===== config.mk =====
export PLATFORM = sky130hd
export DESIGN_NAME = stack_ctrl_flat
export DESIGN_NICKNAME = d
export VERILOG_FILES = /design/src/rtl/stack_ctrl_if.sv /design/src/rtl/stack_ctrl.sv /design/src/flat_wrapper.sv
export SDC_FILE = /design/constraint.sdc
export NUM_CORES = 1
export LEC_CHECK = 0
export CAP_MARGIN = 10
export CORE_MARGIN = 2
export CORE_UTILIZATION = 35
export DETAILED_ROUTE_END_ITERATION = 8
export GPL_ROUTABILITY_DRIVEN = 0
export GPL_TIMING_DRIVEN = 0
export PLACE_DENSITY_LB_ADDON = 0.08
export SETUP_SLACK_MARGIN = 0.4
export SYNTH_ARGS = -nofsm -noshare
export SYNTH_HDL_FRONTEND = slang
export SYNTH_SLANG_ARGS = --single-unit

===== constraint.sdc =====
create_clock -name clk_i -period 1.85 [get_ports clk_i]
set_clock_uncertainty 0.1 [all_clocks]
set_input_delay 0.37 -clock clk_i [delete_from_list [all_inputs] [get_ports clk_i]]
set_output_delay 0.37 -clock clk_i [all_outputs]
set_load 0.02 [all_outputs]

===== src/rtl/stack_ctrl_if.sv =====
// Bundle between the stacking-combiner sequencer and its environment:
// base-learner predictions, config port, combiner handshake and result stream.
interface stack_ctrl_if #(
    parameter int CNT_W = 16
);
    logic             p1_valid;
    logic             p2_valid;
    logic             p3_valid;
    logic [1:0]       p1_pred;
    logic [1:0]       p2_pred;
    logic [1:0]       p3_pred;
    logic             cfg_we;
    logic [2:0]       cfg_addr;
    logic [9:0]       cfg_wdata;
    logic             cfg_err;
    logic             comb_rst_n;
    logic             comb_ready;
    logic [1:0]       comb_pred1;
    logic [1:0]       comb_pred2;
    logic [1:0]       comb_pred3;
    logic [9:0]       weight1;
    logic [9:0]       weight2;
    logic [9:0]       weight3;
    logic [9:0]       bias;
    logic [9:0]       thred;
    logic             comb_done;
    logic [1:0]       comb_predict;
    logic             result_valid;
    logic [1:0]       result;
    logic [CNT_W-1:0] sample_cnt;
    logic             busy;
    logic             timeout_err;
    logic             overrun;

    modport slave (
        input  p1_valid, p2_valid, p3_valid, p1_pred, p2_pred, p3_pred,
        input  cfg_we, cfg_addr, cfg_wdata, comb_done, comb_predict,
        output cfg_err, comb_rst_n, comb_ready, comb_pred1, comb_pred2, comb_pred3,
        output weight1, weight2, weight3, bias, thred,
        output result_valid, result, sample_cnt, busy, timeout_err, overrun
    );

    modport master (
        output p1_valid, p2_valid, p3_valid, p1_pred, p2_pred, p3_pred,
        output cfg_we, cfg_addr, cfg_wdata, comb_done, comb_predict,
        input  cfg_err, comb_rst_n, comb_ready, comb_pred1, comb_pred2, comb_pred3,
        input  weight1, weight2, weight3, bias, thred,
        input  result_valid, result, sample_cnt, busy, timeout_err, overrun
    );
endinterface


===== src/rtl/stack_ctrl.sv =====
// Sequencer for the stacking combiner: gathers three base-learner predictions,
// owns combiner config, launches one combine per sample and reports results.
module stack_ctrl #(
    parameter int TIMEOUT = 16,
    parameter int CNT_W   = 16
) (
    input logic         clk_i,
    input logic         rst_i,
    stack_ctrl_if.slave bus
);
    typedef enum logic [1:0] {
        ST_IDLE = 2'd0,
        ST_CLR  = 2'd1,
        ST_WAIT = 2'd2,
        ST_DONE = 2'd3
    } state_e;

    localparam int CW = (TIMEOUT > 2) ? $clog2(TIMEOUT) : 1;
    localparam logic [CW-1:0] CNT_LAST = CW'(TIMEOUT - 1);

    state_e           state_q;
    logic [CW-1:0]    cnt_q;
    logic [2:0]       flag_q, flag_d;
    logic [2:0][1:0]  slot_q, slot_d;
    logic [2:0][1:0]  comb_pred_q;
    logic [9:0]       weight1_q, weight2_q, weight3_q, bias_q, thred_q;
    logic             cfg_err_q, comb_rst_n_q, comb_ready_q;
    logic             result_valid_q, busy_q, timeout_err_q, overrun_q, overrun_d;
    logic [1:0]       result_q;
    logic [CNT_W-1:0] sample_cnt_q;

    logic [2:0]       valid_s;
    logic [2:0][1:0]  pred_s;
    logic             launch_s;
    logic             cfg_ok_s;

    // Slot fill and overrun detection; a launch hands the slots over and restarts the fill.
    always_comb begin
        valid_s  = {bus.p3_valid, bus.p2_valid, bus.p1_valid};
        pred_s   = {bus.p3_pred, bus.p2_pred, bus.p1_pred};
        launch_s = (state_q == ST_IDLE) && (&flag_q);
        cfg_ok_s = bus.cfg_we && (state_q == ST_IDLE) && (bus.cfg_addr <= 3'd4);
        if (launch_s) begin
            flag_d    = valid_s;
            overrun_d = 1'b0;
        end else begin
            flag_d    = flag_q | valid_s;
            overrun_d = |(valid_s & flag_q);
        end
        for (int i = 0; i < 3; i++) begin
            if (valid_s[i]) begin
                slot_d[i] = pred_s[i];
            end else begin
                slot_d[i] = slot_q[i];
            end
        end
    end

    // Sequencer FSM with all outputs registered.
    always_ff @(posedge clk_i) begin
        if (rst_i) begin
            state_q        <= ST_IDLE;
            cnt_q          <= '0;
            flag_q         <= 3'b000;
            slot_q         <= '0;
            comb_pred_q    <= '0;
            weight1_q      <= 10'd0;
            weight2_q      <= 10'd0;
            weight3_q      <= 10'd0;
            bias_q         <= 10'd0;
            thred_q        <= 10'd0;
            cfg_err_q      <= 1'b0;
            comb_rst_n_q   <= 1'b0;
            comb_ready_q   <= 1'b0;
            result_valid_q <= 1'b0;
            result_q       <= 2'b00;
            sample_cnt_q   <= '0;
            busy_q         <= 1'b0;
            timeout_err_q  <= 1'b0;
            overrun_q      <= 1'b0;
        end else begin
            flag_q         <= flag_d;
            slot_q         <= slot_d;
            overrun_q      <= overrun_d;
            cfg_err_q      <= bus.cfg_we && !cfg_ok_s;
            result_valid_q <= 1'b0;
            timeout_err_q  <= 1'b0;
            comb_rst_n_q   <= 1'b1;
            if (cfg_ok_s) begin
                case (bus.cfg_addr)
                    3'd0:    weight1_q <= bus.cfg_wdata;
                    3'd1:    weight2_q <= bus.cfg_wdata;
                    3'd2:    weight3_q <= bus.cfg_wdata;
                    3'd3:    bias_q    <= bus.cfg_wdata;
                    3'd4:    thred_q   <= bus.cfg_wdata;
                    default: thred_q   <= thred_q;
                endcase
            end
            case (state_q)
                ST_IDLE: begin
                    comb_ready_q <= 1'b0;
                    if (launch_s) begin
                        comb_pred_q  <= slot_q;
                        comb_rst_n_q <= 1'b0;
                        busy_q       <= 1'b1;
                        state_q      <= ST_CLR;
                    end else begin
                        busy_q <= 1'b0;
                    end
                end
                ST_CLR: begin
                    comb_ready_q <= 1'b1;
                    cnt_q        <= '0;
                    busy_q       <= 1'b1;
                    state_q      <= ST_WAIT;
                end
                ST_WAIT: begin
                    if (bus.comb_done) begin
                        result_q       <= bus.comb_predict;
                        result_valid_q <= 1'b1;
                        sample_cnt_q   <= sample_cnt_q + CNT_W'(1);
                        comb_ready_q   <= 1'b0;
                        state_q        <= ST_DONE;
                    end else if (cnt_q == CNT_LAST) begin
                        timeout_err_q <= 1'b1;
                        comb_ready_q  <= 1'b0;
                        busy_q        <= 1'b0;
                        state_q       <= ST_IDLE;
                    end else begin
                        cnt_q <= cnt_q + CW'(1);
                    end
                end
                ST_DONE: begin
                    busy_q  <= 1'b0;
                    state_q <= ST_IDLE;
                end
                default: begin
                    comb_ready_q <= 1'b0;
                    busy_q       <= 1'b0;
                    state_q      <= ST_IDLE;
                end
            endcase
        end
    end

    assign bus.cfg_err      = cfg_err_q;
    assign bus.comb_rst_n   = comb_rst_n_q;
    assign bus.comb_ready   = comb_ready_q;
    assign bus.comb_pred1   = comb_pred_q[0];
    assign bus.comb_pred2   = comb_pred_q[1];
    assign bus.comb_pred3   = comb_pred_q[2];
    assign bus.weight1      = weight1_q;
    assign bus.weight2      = weight2_q;
    assign bus.weight3      = weight3_q;
    assign bus.bias         = bias_q;
    assign bus.thred        = thred_q;
    assign bus.result_valid = result_valid_q;
    assign bus.result       = result_q;
    assign bus.sample_cnt   = sample_cnt_q;
    assign bus.busy         = busy_q;
    assign bus.timeout_err  = timeout_err_q;
    assign bus.overrun      = overrun_q;
endmodule


===== src/flat_wrapper.sv =====
// flat-port wrapper written by rule: the top's interface ports become plain ports
module stack_ctrl_flat 
#(
    parameter int TIMEOUT = 16,
    parameter int CNT_W   = 16
)
  (clk_i, rst_i, bus_p1_valid, bus_p2_valid, bus_p3_valid, bus_p1_pred, bus_p2_pred, bus_p3_pred, bus_cfg_we, bus_cfg_addr, bus_cfg_wdata, bus_comb_done, bus_comb_predict, bus_cfg_err, bus_comb_rst_n, bus_comb_ready, bus_comb_pred1, bus_comb_pred2, bus_comb_pred3, bus_weight1, bus_weight2, bus_weight3, bus_bias, bus_thred, bus_result_valid, bus_result, bus_sample_cnt, bus_busy, bus_timeout_err, bus_overrun);
  stack_ctrl_if #(.CNT_W(CNT_W)) bus_i ();
  input logic clk_i;
  input logic rst_i;
  input wire logic [$bits(bus_i.p1_valid)-1:0] bus_p1_valid;
  input wire logic [$bits(bus_i.p2_valid)-1:0] bus_p2_valid;
  input wire logic [$bits(bus_i.p3_valid)-1:0] bus_p3_valid;
  input wire logic [$bits(bus_i.p1_pred)-1:0] bus_p1_pred;
  input wire logic [$bits(bus_i.p2_pred)-1:0] bus_p2_pred;
  input wire logic [$bits(bus_i.p3_pred)-1:0] bus_p3_pred;
  input wire logic [$bits(bus_i.cfg_we)-1:0] bus_cfg_we;
  input wire logic [$bits(bus_i.cfg_addr)-1:0] bus_cfg_addr;
  input wire logic [$bits(bus_i.cfg_wdata)-1:0] bus_cfg_wdata;
  input wire logic [$bits(bus_i.comb_done)-1:0] bus_comb_done;
  input wire logic [$bits(bus_i.comb_predict)-1:0] bus_comb_predict;
  output wire logic [$bits(bus_i.cfg_err)-1:0] bus_cfg_err;
  output wire logic [$bits(bus_i.comb_rst_n)-1:0] bus_comb_rst_n;
  output wire logic [$bits(bus_i.comb_ready)-1:0] bus_comb_ready;
  output wire logic [$bits(bus_i.comb_pred1)-1:0] bus_comb_pred1;
  output wire logic [$bits(bus_i.comb_pred2)-1:0] bus_comb_pred2;
  output wire logic [$bits(bus_i.comb_pred3)-1:0] bus_comb_pred3;
  output wire logic [$bits(bus_i.weight1)-1:0] bus_weight1;
  output wire logic [$bits(bus_i.weight2)-1:0] bus_weight2;
  output wire logic [$bits(bus_i.weight3)-1:0] bus_weight3;
  output wire logic [$bits(bus_i.bias)-1:0] bus_bias;
  output wire logic [$bits(bus_i.thred)-1:0] bus_thred;
  output wire logic [$bits(bus_i.result_valid)-1:0] bus_result_valid;
  output wire logic [$bits(bus_i.result)-1:0] bus_result;
  output wire logic [$bits(bus_i.sample_cnt)-1:0] bus_sample_cnt;
  output wire logic [$bits(bus_i.busy)-1:0] bus_busy;
  output wire logic [$bits(bus_i.timeout_err)-1:0] bus_timeout_err;
  output wire logic [$bits(bus_i.overrun)-1:0] bus_overrun;
  assign bus_i.p1_valid = bus_p1_valid;
  assign bus_i.p2_valid = bus_p2_valid;
  assign bus_i.p3_valid = bus_p3_valid;
  assign bus_i.p1_pred = bus_p1_pred;
  assign bus_i.p2_pred = bus_p2_pred;
  assign bus_i.p3_pred = bus_p3_pred;
  assign bus_i.cfg_we = bus_cfg_we;
  assign bus_i.cfg_addr = bus_cfg_addr;
  assign bus_i.cfg_wdata = bus_cfg_wdata;
  assign bus_i.comb_done = bus_comb_done;
  assign bus_i.comb_predict = bus_comb_predict;
  assign bus_cfg_err = bus_i.cfg_err;
  assign bus_comb_rst_n = bus_i.comb_rst_n;
  assign bus_comb_ready = bus_i.comb_ready;
  assign bus_comb_pred1 = bus_i.comb_pred1;
  assign bus_comb_pred2 = bus_i.comb_pred2;
  assign bus_comb_pred3 = bus_i.comb_pred3;
  assign bus_weight1 = bus_i.weight1;
  assign bus_weight2 = bus_i.weight2;
  assign bus_weight3 = bus_i.weight3;
  assign bus_bias = bus_i.bias;
  assign bus_thred = bus_i.thred;
  assign bus_result_valid = bus_i.result_valid;
  assign bus_result = bus_i.result;
  assign bus_sample_cnt = bus_i.sample_cnt;
  assign bus_busy = bus_i.busy;
  assign bus_timeout_err = bus_i.timeout_err;
  assign bus_overrun = bus_i.overrun;
  stack_ctrl #(.TIMEOUT(TIMEOUT), .CNT_W(CNT_W)) u_core (.clk_i(clk_i), .rst_i(rst_i), .bus(bus_i));
endmodule

==> qor.yml, run 1 <==
status: "complete, no violations"
clock_latency_ns: 0.36
r2r-start: "u_core.bus.sample_cnt[2]"
crit_end: "u_core.bus.sample_cnt[15]"
die_h_um: 105.7
holdCritPathClass: "in -> reg"
fin_area_um2: 5408
antenna_found_initial: 0
overflow: 0
cp_max_fo: 6
slew_headroom_pct: 58.07
grt_max_degree: 19
total_power_mw: 3.889
grt_pass1_wl_um: 16180
post-route-drc-count: 0
ys_ff_latch: 96
vias: 3348
grt_pass1_vias: 3141
swShare_pct: 27.29
seqPwrFrac_pct: 54.6
drive_above_1_share_pct: 41.50
layout.nets: 572
synth_nets: 424
clock_sinks: 96
powerDensity_nw_per_um2: 719.2
p_leak_nw: 2.466
die-width_um: 105.7
final_max_slew_viol_count: 0
yosysSeqAreaShare_pct: 53.08
whs_ns: 0.3279
cts_buffers: 9
rrSetupSlack_ns: 0.17
ir_worst_vdd_mv: 0.4199
crit_start: "u_core.bus.sample_cnt[2]"
via_per_inst: 4.902
syn_area_um2: 3621
final_util_pct: 53.10
cts.clk_slew.worst_paths_ns: 0.10
synth_cell_types: 37
tritoncts: "yes"
ant_nets: 0
critPathArrivalTime_ns: 1.87
fin_crit_sh_pct: 90.85
min_period_ns: 1.681
finalSetupViolations: 0
rows: 37
clock_power_share_pct: 35.2
postRouteWirelength_um: 10800
grt_usage_pct: 18.64
antennaDiodeCount: 0
port_buffers: 107
boundaryPins: 109
cts_buffer_depth: 2
critPathKind: "reg -> reg"
postSynthCellCount: 394
p_int_mw: 2.828
area_delta_synth_final_pct: 49.34
drt_first_pass_iters: 5
dpl-instance-area_um2: 4970
wl_per_cell_um: 15.81
rr_worst_depth: 4
n_fill_cell: 1008
finalWorstSetupSlack_ns: 0.1692
pre_cts_ws_ns: -0.4549
dpl.hpwl_um: 6951
power.switching_mw: 1.061
core_area_um2: 10180
worstPathRequired_ns: 2.04
endpoint_kind: "register"
worstMarginPinSlew_ns: 0.6290
worstSetupStartpointType: "register"
drt_iter0_drc: 74
timing.max_cap.violations: 0
multi_input_area_um2: 1943
root_buffer: "clkbuf_8"
synth_warnings: 0
hold_viol_final: 0
seq_area_um2: 1964
fmax_mhz: 595.0
h-tree-depth: 3
rsz0062_at_grt: "yes"
start_util_pct: 35.55
regToRegEndpoint: "u_core.bus.sample_cnt[15]"
die_area_um2: 11180
p_comb_share_pct: 10.2
syn_avg_cell_area_um2: 9.190
## repair_timing
action | CTS | global route
pin swaps | 16 | 41
hold buffers | 0 | 0
gates resized for setup | 354 | 84
setup endpoints to repair | 173 | 94
setup buffers | 17 | 9
cloned | 1 | 3
## how the worst min path moves through the flow
stage | end | slack [ns] | from | cells after the start
3_5_place_dp | u_core.bus.weight1[6] | 0.35 | u_core.bus.weight1[6] | 2
6_report | u_core.bus.cfg_err | 0.33 | bus_cfg_we | 3
3_3_place_gp | u_core.bus.comb_pred2[0] | 0.34 | u_core.slot_q[2] | 2
4_1_cts | u_core.bus.cfg_err | 0.32 | bus_cfg_we | 3
5_1_grt | u_core.bus.cfg_err | 0.36 | bus_cfg_we | 3
2_1_floorplan | u_core.bus.comb_pred1[0] | 0.33 | u_core.slot_q[0] | 2
## stage by stage
stage	std cells	setup TNS, ns
4_1_cts	671	0
2_1_floorplan	394	0
5_1_grt	683	0
3_3_place_gp	637	-15.54
3_5_place_dp	637	-19.20
6_report	683	0
## critical path: stages, from the launching register on
cell and delay, ns:
dfxtp_4 0.39, nand2_2 0.11, or4_4 0.56, or3_1 0.34, a21oi_2 0.12
## cell usage after synthesis
cell / number / share of area (%)
a2111oi_0: 1 / 0.24
a211oi_1: 3 / 0.62
a21oi_1: 40 / 5.5
a222oi_1: 1 / 0.28
a311oi_1: 1 / 0.24
a31o_2: 1 / 0.24
and2_1: 1 / 0.17
and3_1: 2 / 0.35
and4_1: 2 / 0.48
buf_1: 5 / 0.52
buf_2: 6 / 0.83
buf_4: 1 / 0.21
clkbuf_1: 9 / 0.93
dfxtp_1: 96 / 53
ha_1: 2 / 0.69
inv_1: 5 / 0.52
mux2_2: 1 / 0.31
mux2i_1: 39 / 11
nand2_1: 49 / 5.1
nand2b_1: 2 / 0.35
nand3_1: 17 / 2.3
nand3b_1: 2 / 0.41
nand3b_2: 1 / 0.31
nand4_1: 6 / 1.0
nand4b_4: 1 / 0.66
nor2_1: 60 / 6.2
nor2b_1: 2 / 0.35
nor3_1: 7 / 0.97
nor3b_1: 2 / 0.41
nor4_1: 3 / 0.52
nor4b_2: 1 / 0.41
o21ai_0: 7 / 0.97
or2_2: 1 / 0.17
or3_1: 6 / 1.0
or4_4: 1 / 0.31
xnor2_1: 6 / 1.5
xor2_1: 4 / 0.97
## cells in the final DEF, fill, tap and decap left out, types with 7 or more instances in the layout
master | Yosys | routed
buf_4 | 1 | 17
mux2i_1 | 39 | 38
a21oi_1 | 40 | 20
buf_6 | 0 | 16
nand2_2 | 0 | 12
dfxtp_4 | 0 | 9
nand3_1 | 17 | 7
a21oi_2 | 0 | 20
dfxtp_1 | 96 | 80
clkdlybuf4s50_1 | 0 | 21
buf_2 | 6 | 81
dfxtp_2 | 0 | 7
clkbuf_8 | 0 | 10
nand2_1 | 49 | 34
nor2_1 | 60 | 58
## layer usage
layer  vias to the layer above  part of all wire (%)  track usage, %
li1                       1652                     -               -
met1                      1593                    47           24.83
met2                        92                    47           30.83
met3                        11                   4.4           2.907
met4                         0                   1.3           6.297
met5                         -                     0               0
## sequential cells by signal, summed over array words and instances (netlist names), 2 cells and up
signal	count
u_core.bus.weight3	10
u_core.bus.thred	10
u_core.state_q	2
u_core.bus.result	2
u_core.bus.comb_pred3	2
u_core.bus.bias	10
u_core.bus.comb_pred2	2
u_core.flag_q	3
u_core.slot_q	6
u_core.bus.sample_cnt	16
u_core.cnt_q	4
u_core.bus.weight2	10
u_core.bus.weight1	10
u_core.bus.comb_pred1	2
## area by class of cell
class                           instances  area share (%)
Sequential cell                        96           36.33
Multi-Input combinational cell        273           35.93
Timing Repair Buffer                  136           17.75
Tap cell                              136           3.147
Buffer                                 21           2.892
Clock buffer                           10           2.545
Clock inverter                          6           1.064
Inverter                                5          0.3471
## power by group through the flow
| stage | Combinational (mW) | Sequential (mW) | Clock (mW) |
|---|---|---|---|
| 6_report | 0.397 | 2.12 | 1.37 |
| 4_1_cts | 0.351 | 2.12 | 1.39 |
| 5_1_grt | 0.426 | 2.13 | 1.48 |
| 2_1_floorplan | 0.129 | 2.20 | 0 |
| 3_5_place_dp | 0.352 | 2.17 | 0 |
| 3_3_place_gp | 0.349 | 2.17 | 0 |
## cells by family after synthesis
group | share of synthesized area, %
xor+xnor | 2.419
fa+ha+maj | 0.6910
simple gates | 21.60
mux | 11.09
flops | 53.08
buf+inv | 3.006
compound gates | 8.120
No activity file was read; power rests on OpenSTA's default activity.
==> inputs of run 2 (changes only) <==
- CORE_MARGIN: 2 -> 4
- RECOVER_POWER: not set -> 50
==> run 2 against run 1 <==
  * Sequential cell count unchanged
  * Sequential share of layout area rose by 1.2 points
  * Register-to-register slack improved by 0.02 ns
  * Wire length rose by 2.1%
  * Global-route usage is 0.47 points lower
  * Largest power group unchanged
==> qor.yml, run 2 (synthesis gave the netlist of run 1 again) <==
antenna_found_initial: 2
largest_reg_flops: 16
grt_pass1_wl_um: 16680
layout.nets: 574
n_fill_cell: 976
grt_pass1_vias: 3141
powerDensity_nw_per_um2: 719.2
hold_end: "u_core.bus.comb_pred1[1]"
min_from: "u_core.slot_q[1]"
ant_nets: 0
tns_ns: 0
clock_latency_ns: 0.36
slew_headroom_pct: 54.48
start_util_pct: 36.54
via_per_inst: 4.955
worstPathRequired_ns: 2.05
seqPwrFrac_pct: 56.5
cts_buffer_depth: 2
boundaryPins: 109
final_max_slew_viol_count: 0
swShare_pct: 26.12
post-route-drc-count: 0
holdCritPathClass: "reg -> reg"
cts_buffers: 9
worstSetupStartpointType: "register"
root_buffer: "clkbuf_8"
grt_usage_pct: 18.17
drt_first_pass_iters: 4
rows: 36
clock_sinks: 96
drive_above_1_share_pct: 25.00
rsz0062_at_grt: "yes"
vias: 3384
drt_iter0_drc: 140
ir_worst_vdd_mv: 0.4319
min_period_ns: 1.663
r2r-start: "u_core.bus.sample_cnt[2]"
die-width_um: 109.7
fin_area_um2: 5225
fmax_mhz: 601.5
die_area_um2: 12040
core_area_um2: 9910
mostFrequentLayoutCell: "dfxtp_1"
dpl.hpwl_um: 7217
port_buffers: 107
cp_slowest_stage_delay_ns: 0.55
tritoncts: "yes"
rr_worst_depth: 4
worst_path_max_delay_cell: "or4_4"
die_h_um: 109.7
worstMarginPinSlew_ns: 0.6828
finalSetupViolations: 0
dpl-instance-area_um2: 4966
timing.max_cap.violations: 0
p_comb_share_pct: 9.9
p_leak_nw: 2.175
grt_max_degree: 17
finalWorstSetupSlack_ns: 0.1874
hold_viol_final: 0
p_int_mw: 2.776
fin_crit_sh_pct: 89.87
regToRegEndpoint: "u_core.bus.sample_cnt[15]"
critPathKind: "reg -> reg"
min_path_cells: 2
cp_max_fo: 6
critPathArrivalTime_ns: 1.86
seq_area_um2: 1961
cts.clk_slew.worst_paths_ns: 0.10
multi_input_area_um2: 1877
rrSetupSlack_ns: 0.19
crit_chain: "nand2_4 > or4_4 > or3_1 > a21oi_1"
crit_start: "u_core.bus.sample_cnt[2]"
h-tree-depth: 3
wl_per_cell_um: 16.14
status: "complete, no violations"
pre_cts_ws_ns: -0.4701
postRouteWirelength_um: 11030
overflow: 0
area_delta_synth_final_pct: 44.30
power.switching_mw: 0.9815
mostFrequentLayoutCells: "dfxtp_1, clkbuf_1, nor2_1, nand2_1, mux2i_1"
clock_power_share_pct: 33.6
endpoint_kind: "register"
total_power_mw: 3.758
[run 2: cell types whose count changed in the layout (fill, tap and decap cells not counted), sizes merged]
| cell | delta |
|---|---|
| buf | -69 |
| nand3 | -1 |
| nand2 | +1 |
| clkdlybuf4s15 | -2 |
| clkinvlp | +2 |
| diode | +2 |
| clkbuf | +73 |
| inv | -4 |
| clkinv | +1 |
[run 2: worst max-delay path, delay by kind of cell, from the launching register on]
family | cells | cell delay (ns)
AOI/OAI and AO/OA | 1 | 0.13
and+or+nand+nor | 3 | 0.98
DFF | 1 | 0.40
[run 2: per-layer routing]
layer | part of all wire (%) | track usage, % | wire length [um]
met4 | 1.2 | 5.254 | 137
met3 | 6.2 | 5.226 | 686
met1 | 46 | 23.47 | 5082
met5 | 0 | 0 | 0
met2 | 46 | 29.56 | 5118
[run 2: worst max path at each step]
stage,endpoint,slack (ns),cells after the start
after global routing,u_core.bus.weight2[8],0.1,7
after detailed placement,u_core.bus.sample_cnt[9],-0.47,6
after global placement,u_core.bus.sample_cnt[9],-0.46,6
after floorplan,u_core.bus.sample_cnt[15],0.24,4
after CTS,u_core.bus.sample_cnt[15],0.19,5
final,u_core.bus.sample_cnt[15],0.19,4
[run 2: cell type report]
cell class | instances | area share (%)
tap | 133 | 3.185
antenna | 2 | 0.09579
inverter | 5 | 0.3592
sequential | 96 | 37.52
clock inverter | 5 | 0.7902
clock buffer | 10 | 2.634
multi-input combinational | 273 | 35.92
buffer | 21 | 3.113
timing repair buffer | 138 | 16.38
[run 2: power groups by stage]
stage | clock network (mW) | registers [mW] | logic (mW)
finish | 1.26 | 2.12 | 0.370
CTS | 1.31 | 2.12 | 0.371
floorplan | 0 | 2.20 | 0.129
detailed placement | 0 | 2.17 | 0.354
global route | 1.38 | 2.13 | 0.401
global placement | 0 | 2.17 | 0.350
[run 2: timing repair]
action | 4_1_cts | 5_1_grt
hold buffers | 0 | 0
endpoints found under the setup margin | 174 | 110
pin swaps | 31 | 12
buffers inserted | 20 | 10
gates resized for setup | 361 | 61
hold endpoints to repair | 0 | 0
cloned | 2 | 0
[run 2: metrics by stage]
step,hold WS (ns),util [%],cells
3_5_place_dp,0.3475,50.11,634
3_3_place_gp,0.3399,50.11,634
5_1_grt,0.3828,52.73,683
4_1_cts,0.3490,52.95,671
2_1_floorplan,0.3312,-,394
6_report,0.3530,52.73,683
